**src/rtl/ysyx_23060020_pkg.sv**
```systemverilog
// rtl/ysyx_23060020_pkg.sv - state and trap-cause constants for the multi-cycle sequencer
package ysyx_23060020_pkg;

    localparam logic [2:0] ST_FETCH  = 3'd0;
    localparam logic [2:0] ST_DECODE = 3'd1;
    localparam logic [2:0] ST_EXEC   = 3'd2;
    localparam logic [2:0] ST_MEM    = 3'd3;
    localparam logic [2:0] ST_WB     = 3'd4;
    localparam logic [2:0] ST_HALT   = 3'd5;
    localparam logic [2:0] ST_TRAP   = 3'd6;

    localparam logic [1:0] CAUSE_NONE     = 2'b00;
    localparam logic [1:0] CAUSE_ILLEGAL  = 2'b01;
    localparam logic [1:0] CAUSE_IMEM_TMO = 2'b10;
    localparam logic [1:0] CAUSE_DMEM_TMO = 2'b11;

    // Terminal states are left only through reset.
    function automatic logic is_terminal(input logic [2:0] st);
        return (st == ST_HALT) || (st == ST_TRAP);
    endfunction

endpackage

```
**src/rtl/ysyx_23060020_tmo_cnt.sv**
```systemverilog
// rtl/ysyx_23060020_tmo_cnt.sv - shared memory-response wait counter with expiry flag
module ysyx_23060020_tmo_cnt #(
    parameter int TMO_CYCLES = 255
) (
    input  logic clk,
    input  logic rst_n,
    input  logic clr,
    input  logic en,
    output logic expire
);

    logic [15:0] wcnt;

    assign expire = (wcnt == 16'(TMO_CYCLES));

    // Saturate at the limit so a stalled enable never wraps back below it.
    always_ff @(posedge clk) begin
        if (!rst_n) begin
            wcnt <= '0;
        end else if (clr) begin
            wcnt <= '0;
        end else if (en && !expire) begin
            wcnt <= wcnt + 16'd1;
        end
    end

endmodule

```
**src/rtl/ysyx_23060020_seq_ctrl.sv**
```systemverilog
// rtl/ysyx_23060020_seq_ctrl.sv - multi-cycle fetch/decode/exec/mem/wb sequencer
module ysyx_23060020_seq_ctrl
    import ysyx_23060020_pkg::*;
#(
    parameter int TMO_CYCLES = 255,
    parameter int CNT_W      = 64
) (
    input  logic             clk,
    input  logic             rst_n,
    output logic             imem_req,
    input  logic             imem_rvalid,
    output logic             ir_we,
    input  logic             dec_load,
    input  logic             dec_store,
    input  logic             dec_ebreak,
    input  logic             dec_illegal,
    input  logic             rf_wen_in,
    output logic             rf_wen,
    output logic             pc_we,
    output logic             dmem_req,
    output logic             dmem_wen,
    input  logic             dmem_done,
    output logic             halt,
    output logic             trap,
    output logic [1:0]       trap_cause,
    output logic [CNT_W-1:0] instret
);

    logic [2:0] state;
    logic [2:0] state_nxt;
    logic [1:0] cause_nxt;
    logic       retire;
    logic       cnt_clr;
    logic       cnt_en;
    logic       expire;

    always_comb begin
        state_nxt = state;
        cause_nxt = trap_cause;
        retire    = 1'b0;
        case (state)
            ST_FETCH: begin
                if (imem_rvalid) begin
                    state_nxt = ST_DECODE;
                end else if (expire) begin
                    state_nxt = ST_TRAP;
                    cause_nxt = CAUSE_IMEM_TMO;
                end
            end
            ST_DECODE: begin
                if (dec_illegal) begin
                    state_nxt = ST_TRAP;
                    cause_nxt = CAUSE_ILLEGAL;
                end else if (dec_ebreak) begin
                    state_nxt = ST_HALT;
                    retire    = 1'b1;
                end else begin
                    state_nxt = ST_EXEC;
                end
            end
            ST_EXEC: begin
                state_nxt = (dec_load || dec_store) ? ST_MEM : ST_WB;
            end
            ST_MEM: begin
                // A response in the expiry cycle still completes the access.
                if (dmem_done) begin
                    state_nxt = ST_WB;
                end else if (expire) begin
                    state_nxt = ST_TRAP;
                    cause_nxt = CAUSE_DMEM_TMO;
                end
            end
            ST_WB: begin
                state_nxt = ST_FETCH;
                retire    = 1'b1;
            end
            ST_HALT, ST_TRAP: begin
                state_nxt = state;
            end
            default: begin
                state_nxt = ST_TRAP;
            end
        endcase
    end

    // The wait count restarts whenever the FSM moves to a new state.
    assign cnt_clr = (state_nxt != state);
    assign cnt_en  = (state == ST_FETCH) || (state == ST_MEM);

    ysyx_23060020_tmo_cnt #(
        .TMO_CYCLES (TMO_CYCLES)
    ) u_tmo_cnt (
        .clk    (clk),
        .rst_n  (rst_n),
        .clr    (cnt_clr),
        .en     (cnt_en),
        .expire (expire)
    );

    always_ff @(posedge clk) begin
        if (!rst_n) begin
            state      <= ST_FETCH;
            trap_cause <= CAUSE_NONE;
            instret    <= '0;
        end else begin
            state      <= state_nxt;
            trap_cause <= cause_nxt;
            if (retire) begin
                instret <= instret + CNT_W'(1);
            end
        end
    end

    assign imem_req = (state == ST_FETCH);
    assign ir_we    = (state == ST_FETCH) && imem_rvalid;
    assign pc_we    = (state == ST_WB);
    assign rf_wen   = (state == ST_WB) && rf_wen_in && !dec_store;
    assign dmem_req = (state == ST_MEM);
    assign dmem_wen = (state == ST_MEM) && dec_store;
    assign halt     = is_terminal(state) && (state == ST_HALT);
    assign trap     = is_terminal(state) && (state == ST_TRAP);

endmodule
```
**config.mk**
```make
export PLATFORM = sky130hd
export DESIGN_NAME = ysyx_23060020_seq_ctrl
export DESIGN_NICKNAME = d
export VERILOG_FILES = /design/src/rtl/ysyx_23060020_pkg.sv /design/src/rtl/ysyx_23060020_tmo_cnt.sv /design/src/rtl/ysyx_23060020_seq_ctrl.sv
export SDC_FILE = /design/constraint.sdc
export NUM_CORES = 1
export LEC_CHECK = 0
export BUFFER_PORTS_ARGS = -buffer_cell sky130_fd_sc_hd__buf_2
export CAP_MARGIN = 20
export CORE_ASPECT_RATIO = 1.4
export CORE_MARGIN = 5
export CORE_UTILIZATION = 42
export DETAILED_ROUTE_END_ITERATION = 8
export PLACE_DENSITY = 0.74
export SLEW_MARGIN = 20
export SYNTH_ARGS = -nofsm -noshare
export SYNTH_HDL_FRONTEND = slang
export SYNTH_SLANG_ARGS = --single-unit
```
**constraint.sdc**
```tcl
create_clock -name clk -period 2.01 [get_ports clk]
set_clock_uncertainty 0.2 [all_clocks]
set_input_delay 0.402 -clock clk [delete_from_list [all_inputs] [get_ports clk]]
set_output_delay 0.402 -clock clk [all_outputs]
set_load 0.03 [all_outputs]
```
**After elaboration in Yosys (flattened, before gate mapping)**

Cells that the tools add are included.
Widths: inputs -> output; s select.

- Input port bits: 9
- Bits in registers: 85
- Output and inout port bits: 74

- Reduce and logical (&&, ||, !) cells: 17
- Bitwise operators: 1
- Add/subtract/negate cells: 2
- Eq/ne operators: 13
- Multiplexer cells: 16

Operators with widths:

| operator | count |
|---|---|
| $add 64x1->64 const B | 1 |
| $mux 3 | 6 |
| $pmux 3 s6 | 1 |
| $add 16x1->16 const B | 1 |
| $eq 16x8->1 const B | 1 |
| $mux 2 | 5 |
| $eq 3x3->1 const B | 3 |
| $logic_and 1x1->1 | 7 |
| $eq 3x2->1 const B | 2 |
| $ne 2x2->1 const B | 3 |
| $pmux 2 s3 | 1 |
| $reduce_and 6->1 | 1 |
| $ne 2x1->1 const B | 2 |
| $reduce_or 2->1 | 2 |
| $eq 3x1->1 const B | 1 |
| $logic_not 3->1 | 1 |
| $logic_or 1x1->1 | 3 |
| $ne 3x3->1 | 1 |
| $reduce_bool 3->1 | 1 |
| $logic_not 1->1 | 2 |
| $mux 1 | 2 |
| $pmux 1 s2 | 1 |
| $not 1->1 | 1 |

**Depth between registers and ports, before layout**

Gate-level depths: netlist of run 1.

- Depth after elaboration: 6
- Depth in mapped cells: 7
- Mapped depth without buffers: 6

**Cells and area by module**

Synthesis of run 1 repeated with hierarchy kept, for this count alone.

- Cells, all modules: 540
- Area total of the unflattened synthesis: 4,419.2 µm²

Modules (own cells, without submodules):

| module | instances | sequential area each (µm²) | cells each | area each (µm²) |
|---|---|---|---|---|
| ysyx_23060020_seq_ctrl | 1 | 1,381.3 | 444 | 3,608.5 |
| ysyx_23060020_tmo_cnt | 1 | 320.3 | 96 | 810.8 |

**Worst setup path before layout of run 1**

No wires, ideal clock.

- Path type: register -> output
- Start point: reg state[2]
- End point: out rf_wen
- Cell stages (with the launch flop): 5
- Arrival time: 1.975 ns
- Setup slack: -0.567 ns
- Cells stage by stage: dfxtp_1 > clkbuf_1 > inv_1 > nor3_1 > and3b_1

- Cells in the longest elaborated chain, start to end: 3

RTL lines:

| what | RTL line | text |
|---|---|---|
| from (decl) | ysyx_23060020_seq_ctrl.sv:29 | `logic [2:0] state;` |
| from (signal assigned) | ysyx_23060020_seq_ctrl.sv:106 | `state <= state_nxt;` |
| $eq 3x3->1 | - |  |
| via pc_we | ysyx_23060020_seq_ctrl.sv:19 | `output logic pc_we,` |
| $logic_and 1x1->1 (2 in a row) | ysyx_23060020_seq_ctrl.sv:117 | `assign rf_wen = (state == ST_WB) && rf_wen_in && !dec_store;` |
| to (decl) | ysyx_23060020_seq_ctrl.sv:18 | `output logic rf_wen,` |

The timed path passes the listed nets, and every way through them passes these cells.

**Worst setup path after layout of run 1**

- Start point: reg state[0]
- End point: reg u_tmo_cnt.wcnt[1]

- Cells in the longest elaborated chain, start to end: 5
- Elaborated cells on any way between the ends: 16
- Those cells by class: 7 x eq/ne; 4 x mux; 5 x reduce/logical

RTL lines:

| what | RTL line | text |
|---|---|---|
| $eq 3x3->1 / $mux 3 (equally long branches) | ysyx_23060020_seq_ctrl.sv:41, ysyx_23060020_seq_ctrl.sv:45, ysyx_23060020_seq_ctrl.sv:68 |  |
| $reduce_or 2->1, or another cell as far along | ysyx_23060020_seq_ctrl.sv:41 | `case (state)` |
| $pmux 3 s6 | ysyx_23060020_seq_ctrl.sv:41 |  |
| $ne 3x3->1 | ysyx_23060020_seq_ctrl.sv:87 | `assign cnt_clr = (state_nxt != state);` |
| $reduce_or 2->1 (no source line) | - |  |
| to (signal assigned) | ysyx_23060020_tmo_cnt.sv:23 | `wcnt <= wcnt + 16'd1;` |
| to (decl) | ysyx_23060020_tmo_cnt.sv:12 | `logic [15:0] wcnt;` |

Several ways; a longest one is shown, not always the timed one.
A chain may end at the register's enable or synchronous reset.

==> results.tsv, run 1 <==
stage	metric	value	unit
outcome	status	complete, but fails checks	
outcome	violations	setup timing	
clocking	cts_sinks	85	
synth	ys_ff_latch	85	
power	swShare	31.6	%
sta	tightest_slew	569	ps
sta	layout_setup_ws	-337	ps
power	pwr-share-seq	37.2	%
sta	setup_violations	61	
synth	synth-simple-area-share	33.3	%
drt	routed_wl	16.5	mm
global_route	grt_max_degree	69	
clocking	clock_latency	340	ps
synth	synth_top_area_share	40.0	%
sta	slew_headroom	61.7	%
cells_and_area	final_core_util	71.3	%
cells_and_area	nets	749	
synth	synth_top_cells_by_area	dfxtp_1, xor2_1, nand4_1, nor2_1, a21oi_1	
cells_and_area	fillers	676	
critical_path	cp_data_arrival_time	2410	ps
cells_and_area	regArea	1800	um2
synth	syn_area_per_cell	8.37	um2
synth	synth_top_family_by_area	simple AND/OR/NAND/NOR gates	
flow_run	maxCapViolCount	0	
drt	first_pass_iters	8	
synth	synthMuxAreaShare	1.20	%
synth	synth_xor_area_share	9.46	%
sta	min_period_over_period	117	%
drt	wl_per_cell	18.8	um
power	power_frac_clock	33.5	%
synth	synth_cell_types	47	
floorplan	initial_core_util	43.0	%
cells_and_area	most-common-layout-cells	buf_4, buf_2, nor2_1	
drt	drc_errors	0	
critical_path	crit_path_start_kind	flip-flop	
placement	hpwl	9.34	mm
clocking	cts_buffers	9	
cells_and_area	multi_input_area	2960	um2
drt	vias	5138	
floorplan	die_y	129	um
floorplan	num_rows	43	
power	p_leak	2.96	nW
clocking	clk_pin_slew_worst_paths	60	ps
clocking	cts_tree	done	
min_path	hp-class	input port to flip-flop	
drt	postRouteAntennaNets	0	
placement	port_buffers	82	
synth	synth-compound-area-share	12.5	%
global_route	grt_pass1_wl	22.0	mm
critical_path	path_class	flip-flop to flip-flop	
critical_path	endpoint_kind	flip-flop	
clocking	root_buffer	clkbuf_16	
cells_and_area	area_growth	65.8	%
floorplan	coreArea	9900	um2
power	max-vdd-ir-drop	450	uV
synth	synthAdderAreaFrac	0.588	%
floorplan	die_w	95.1	um
synth	yosysWarningCount	0	
sta	finalCriticalPeriod	2350	ps
placement	gp_congestion	0.868	
sta	slew_violations	0	
sta	hold_viol	0	
global_route	antenna_found_initial	0	
clocking	htree_levels	3	
cells_and_area	final_common_cell	buf_4	
cells_and_area	diodes	0	
power	finalPower	4.76	mW
sta	achievable-frequency	426	MHz
synth	ys_seq_area_share	40.0	%
floorplan	io-pin-count	83	
power	p_comb_share	29.3	%
placement	dp.cells	832	
drt	viasPerCell	5.85	
clocking	cts_buffer_depth	2	
synth	netlist_area	4260	um2
cells_and_area	stdcell_count	878	
power	internal-power	3.25	mW
floorplan	fp.dieArea	12300	um2
synth	synth_fp_nets	520	
critical_path	cp_max_fo	8	
global_route	grt_pass1_vias	4713	
power	p_sw	1.51	mW
cells_and_area	layout-drive-gt1-share	52.6	%
global_route	overflow	0	
drt	drt_iter0_markers	472	
synth	synth_largest_area_cell	dfxtp_1	
power	powerDensity	674	nW/um2
critical_path	required	2070	ps
synth	syn_inst	509	
sta	rsz0062_at_grt	true	
global_route	grt_usage	22.3	%
==> through the flow <==
| stage | hold slack (ps) | area (um2) | setup TNS, ps | setup WS (ps) |
|---|---|---|---|---|
| global placement | 271 | 5880 | -9880 | -262 |
| finish | 214 | 7060 | -6980 | -337 |
| CTS | 178 | 6440 | -2830 | -117 |
| global route | 193 | 7060 | -11400 | -365 |
| detailed placement | 290 | 5880 | -12670 | -326 |
| floorplan | 321 | 4420 | -2400 | -126 |
==> sequential cells by signal (all words and copies together) (netlist names) <==
signal and cells:
instret 64, state 3, trap_cause 2, u_tmo_cnt.wcnt 16
==> cell usage after synthesis, drive strengths merged <==
library cell / instances
nand4bb: 1
a221oi: 2
inv: 11
mux2i: 4
a2bb2o: 1
ha: 2
and2b: 1
a21oi: 34
nand2b: 6
dfxtp: 85
o31ai: 7
o41ai: 1
a2111oi: 2
o211ai: 1
and3b: 2
nand3: 31
clkbuf: 18
a32oi: 1
nor3: 30
clkinv: 1
nor2b: 3
mux2: 1
or3: 24
a21o: 3
nand4: 34
nor4b: 1
and3: 9
and4: 6
or4: 8
and2: 6
a31oi: 3
nor2: 49
a31o: 1
a211oi: 3
buf: 3
nand2: 30
or2: 1
xnor2: 11
xor2: 35
nand4b: 1
nor4: 10
o21ai: 26
==> worst paths after layout <==
check                             start                              to  slack, ps  depth (start not counted)
max                 state[0]$_SDFF_PN0_  u_tmo_cnt.wcnt[1]$_SDFFE_PP0P_       -340                          6
min reg2reg  trap_cause[1]$_SDFFE_PN0P_      trap_cause[1]$_SDFFE_PN0P_        310                          2
min                               rst_n        instret[35]$_SDFFE_PN0P_        210                          3
max reg2reg         state[0]$_SDFF_PN0_  u_tmo_cnt.wcnt[1]$_SDFFE_PP0P_       -340                          6
==> worst max-delay path, cell delays in order, from the launching register on <==
cell and delay (ps):
dfxtp_4 410, buf_8 150, and3b_2 230, nor2b_1 440, a211oi_4 180, mux2_4 430
nor3_4 220
==> area by class of cell <==
cell class | instances | share of cell area [%]
clock buffer | 10 | 3.54
multi-input combinational | 392 | 41.9
clock inverter | 6 | 0.514
timing repair buffer | 238 | 25.4
inverter | 12 | 0.709
sequential | 85 | 25.5
tap | 135 | 2.39
==> power by group through the flow <==
stage	sequential, mW	clock (mW)	combinational (mW)
2_1_floorplan	1.81	0	0.465
3_3_place_gp	1.77	0	0.798
3_5_place_dp	1.78	0	0.814
4_1_cts	1.75	1.60	0.967
5_1_grt	1.77	1.70	1.45
6_report	1.77	1.59	1.39
==> per-layer routing <==
layer / vias to the layer above / GRT usage [%] / part of all wire [%]
met2: 283 / 39.4 / 51
met5: - / 0 / 0
met4: 0 / 10.3 / 6.0
met1: 2461 / 25.1 / 36
met3: 69 / 4.82 / 7.3
li1: 2325 / - / -
==> kinds of logic after synthesis <==
logic type | Yosys count
adders and majority gates | 2
AOI/OAI and AO/OA | 85
and+or+nand+nor | 253
xor gates and xnor gates | 46
buffers and inverters | 33
DFF | 85
muxes | 5
==> what timing repair did <==
action / CTS / global route
setup endpoints to repair: 68 / 65
buffers inserted: 6 / 22
resized for setup: 45 / 95
hold buffers: 0 / 0
pin swaps: 15 / 38
hold endpoints to repair: 0 / 0
cloned: 2 / 2
Power figures use the tool's default switching activity.
==> run 2: changes to the inputs <==
- CTS_BUF_LIST: default -> sky130_fd_sc_hd__clkbuf_16
- MAX_ROUTING_LAYER: default -> met4
- PLACE_DENSITY: 0.74 -> 0.71
- clock period: 2.01 -> 2.3 ns (I/O delays scaled with it)
==> results.tsv, run 2 (same netlist as run 1, synthesis figures left out) <==
stage	metric	value	unit	change
outcome	status	finished, final reports clean		
placement	place_area	5180	um2	-12%
drt	drt_iter0_markers	250		-47%
critical_path	endpoint_kind	primary output		
cells_and_area	top_regs	instret: 64 flops, u_tmo_cnt.wcnt: 16 flops, state: 3 flops		
clocking	clk_pin_slew_worst_paths	60	ps	about the same
floorplan	io-pin-count	83		unchanged
cells_and_area	area_growth	31.3	%	
placement	hpwl	8.36	mm	-11%
clocking	cts_buffer_depth	2		unchanged
sta	min_period_over_period	97.0	%	
sta	finalCriticalPeriod	2230	ps	
clocking	root_buffer	clkbuf_16		
sta	slew_headroom	63.2	%	+1.4 points
cells_and_area	most-common-layout-cells	buf_2, dfxtp_1, nor2_1, buf_4, xor2_1		
placement	dp.cells	754		-9.4%
sta	fin_tns_setup	0	ps	+6980 ps
cells_and_area	final_cell_area	5590	um2	-21%
placement	gp_congestion	0.896		+3.1%
drt	postRouteAntennaNets	0		unchanged
cells_and_area	stdcell_count	776		-12%
critical_path	path_class	flip-flop to primary output		
floorplan	num_rows	43		unchanged
flow_run	maxCapViolCount	0		unchanged
power	powerDensity	637	nW/um2	-5.5%
clocking	cts_sinks	85		unchanged
cells_and_area	final_core_util	56.5	%	-15 points
sta	holdWs	251	ps	+37.3 ps
floorplan	coreArea	9900	um2	unchanged
cells_and_area	fillers	922		+36%
sta	tightest_slew	553	ps	-16.6 ps
critical_path	required	1640	ps	-430 ps
clocking	cts_tree	done		
global_route	grt_usage	20.0	%	-2.3 points
clocking	htree_levels	3		unchanged
cells_and_area	regMostFlops	instret		
critical_path	cp_max_fo	15		+7
clocking	clock_latency	340	ps	about the same
global_route	grt_pass1_vias	4257		-9.7%
floorplan	fp.dieArea	12300	um2	unchanged
sta	slew_violations	0		unchanged
sta	setup_violations	0		-100%
power	p_leak	2.19	nW	-26%
global_route	grt_max_degree	51		-26%
critical_path	r2r_slack	70	ps	+410 ps
floorplan	die_y	129	um	unchanged
critical_path	cp_data_arrival_time	1570	ps	-840 ps
cells_and_area	diodes	0		unchanged
sta	hold_viol	0		unchanged
power	finalPower	3.56	mW	-25%
min_path	hp-class	input port to flip-flop		
power	max-vdd-ir-drop	604	uV	+34%
cells_and_area	layout-drive-gt1-share	30.4	%	-22 points
cells_and_area	nets	649		-13%
drt	first_pass_iters	4		-4
floorplan	die_w	95.1	um	unchanged
cells_and_area	final_common_cell	buf_2		
drt	viasPerCell	5.57		-4.7%
global_route	grt_pass1_wl	19.3	mm	-12%
cells_and_area	largest_reg_flops	64		unchanged
drt	vias	4326		-16%
sta	achievable-frequency	448	MHz	
drt	wl_per_cell	15.2	um	-20%
drt	routed_wl	11.8	mm	-29%
sta	layout_setup_ws	69.1	ps	+406 ps
global_route	overflow	0		unchanged
global_route	antenna_found_initial	0		unchanged
clocking	cts_buffers	9		unchanged
placement	pre_cts_ws	-180	ps	+146 ps
floorplan	initial_core_util	43.0	%	unchanged
placement	port_buffers	82		unchanged
sta	rsz0062_at_grt	true		
critical_path	crit_path_start_kind	flip-flop		
drt	drc_errors	0		unchanged
[run 2: cell types whose count changed in the layout (fill, tap and decap cells not counted), moves of 7 or more]
cell / previous run / this run
nor4_4: 8 / 1
buf_4: 131 / 49
dfxtp_4: 15 / 0
dfxtp_2: 34 / 21
buf_6: 23 / 5
dfxtp_1: 36 / 64
nor4_1: 0 / 7
buf_2: 75 / 82
nor3_2: 18 / 4
nor3_1: 5 / 25
[run 2: path summary, 6_finish.rpt]
kind | startpoint | endpoint | cells after the start
min | rst_n | instret[35]$_SDFFE_PN0P_ | 3
min reg2reg | instret[35]$_SDFFE_PN0P_ | instret[35]$_SDFFE_PN0P_ | 2
max reg2reg | state[2]$_SDFF_PN0_ | instret[42]$_SDFFE_PN0P_ | 6
max | state[0]$_SDFF_PN0_ | dmem_wen | 4
[run 2: repair_timing]
action	CTS	global route
resized for setup	9	13
setup buffers	0	6
setup endpoints to repair	15	43
cloned	1	1
hold buffers	0	0
pin swaps	0	14
[run 2: area by class of cell]
cell class	count	area, um2	share of cell area (%)
clock buffer	9	225	4.03
clock inverter	5	46.3	0.828
inverter	12	45.0	0.806
multi-input combinational	392	2500	44.8
sequential	85	1730	30.9
tap	135	169	3.02
timing repair buffer	138	875	15.6
[run 2: where the power goes]
part,total [mW],internal (mW),leakage [nW],switching [mW]
Combinational,0.659,0.254,1.35,0.406
Sequential,1.54,1.51,0.696,0.0290
Clock,1.36,0.815,0.141,0.550
[run 2: worst max-delay path, cell delays in order (launching register included)]
cell     delay, ps
dfxtp_1        390
buf_4          230
and3b_1        280
and2_1         150
buf_2          190
[run 2: layer usage]
metal / vias up / GRT usage, % / part of all wire (%)
met2: 104 / 33.5 / 52
met4: 0 / 9.52 / 1.7
met1: 2083 / 23.1 / 41
li1: 2122 / - / -
met5: - / - / 0
met3: 17 / 3.08 / 5.1
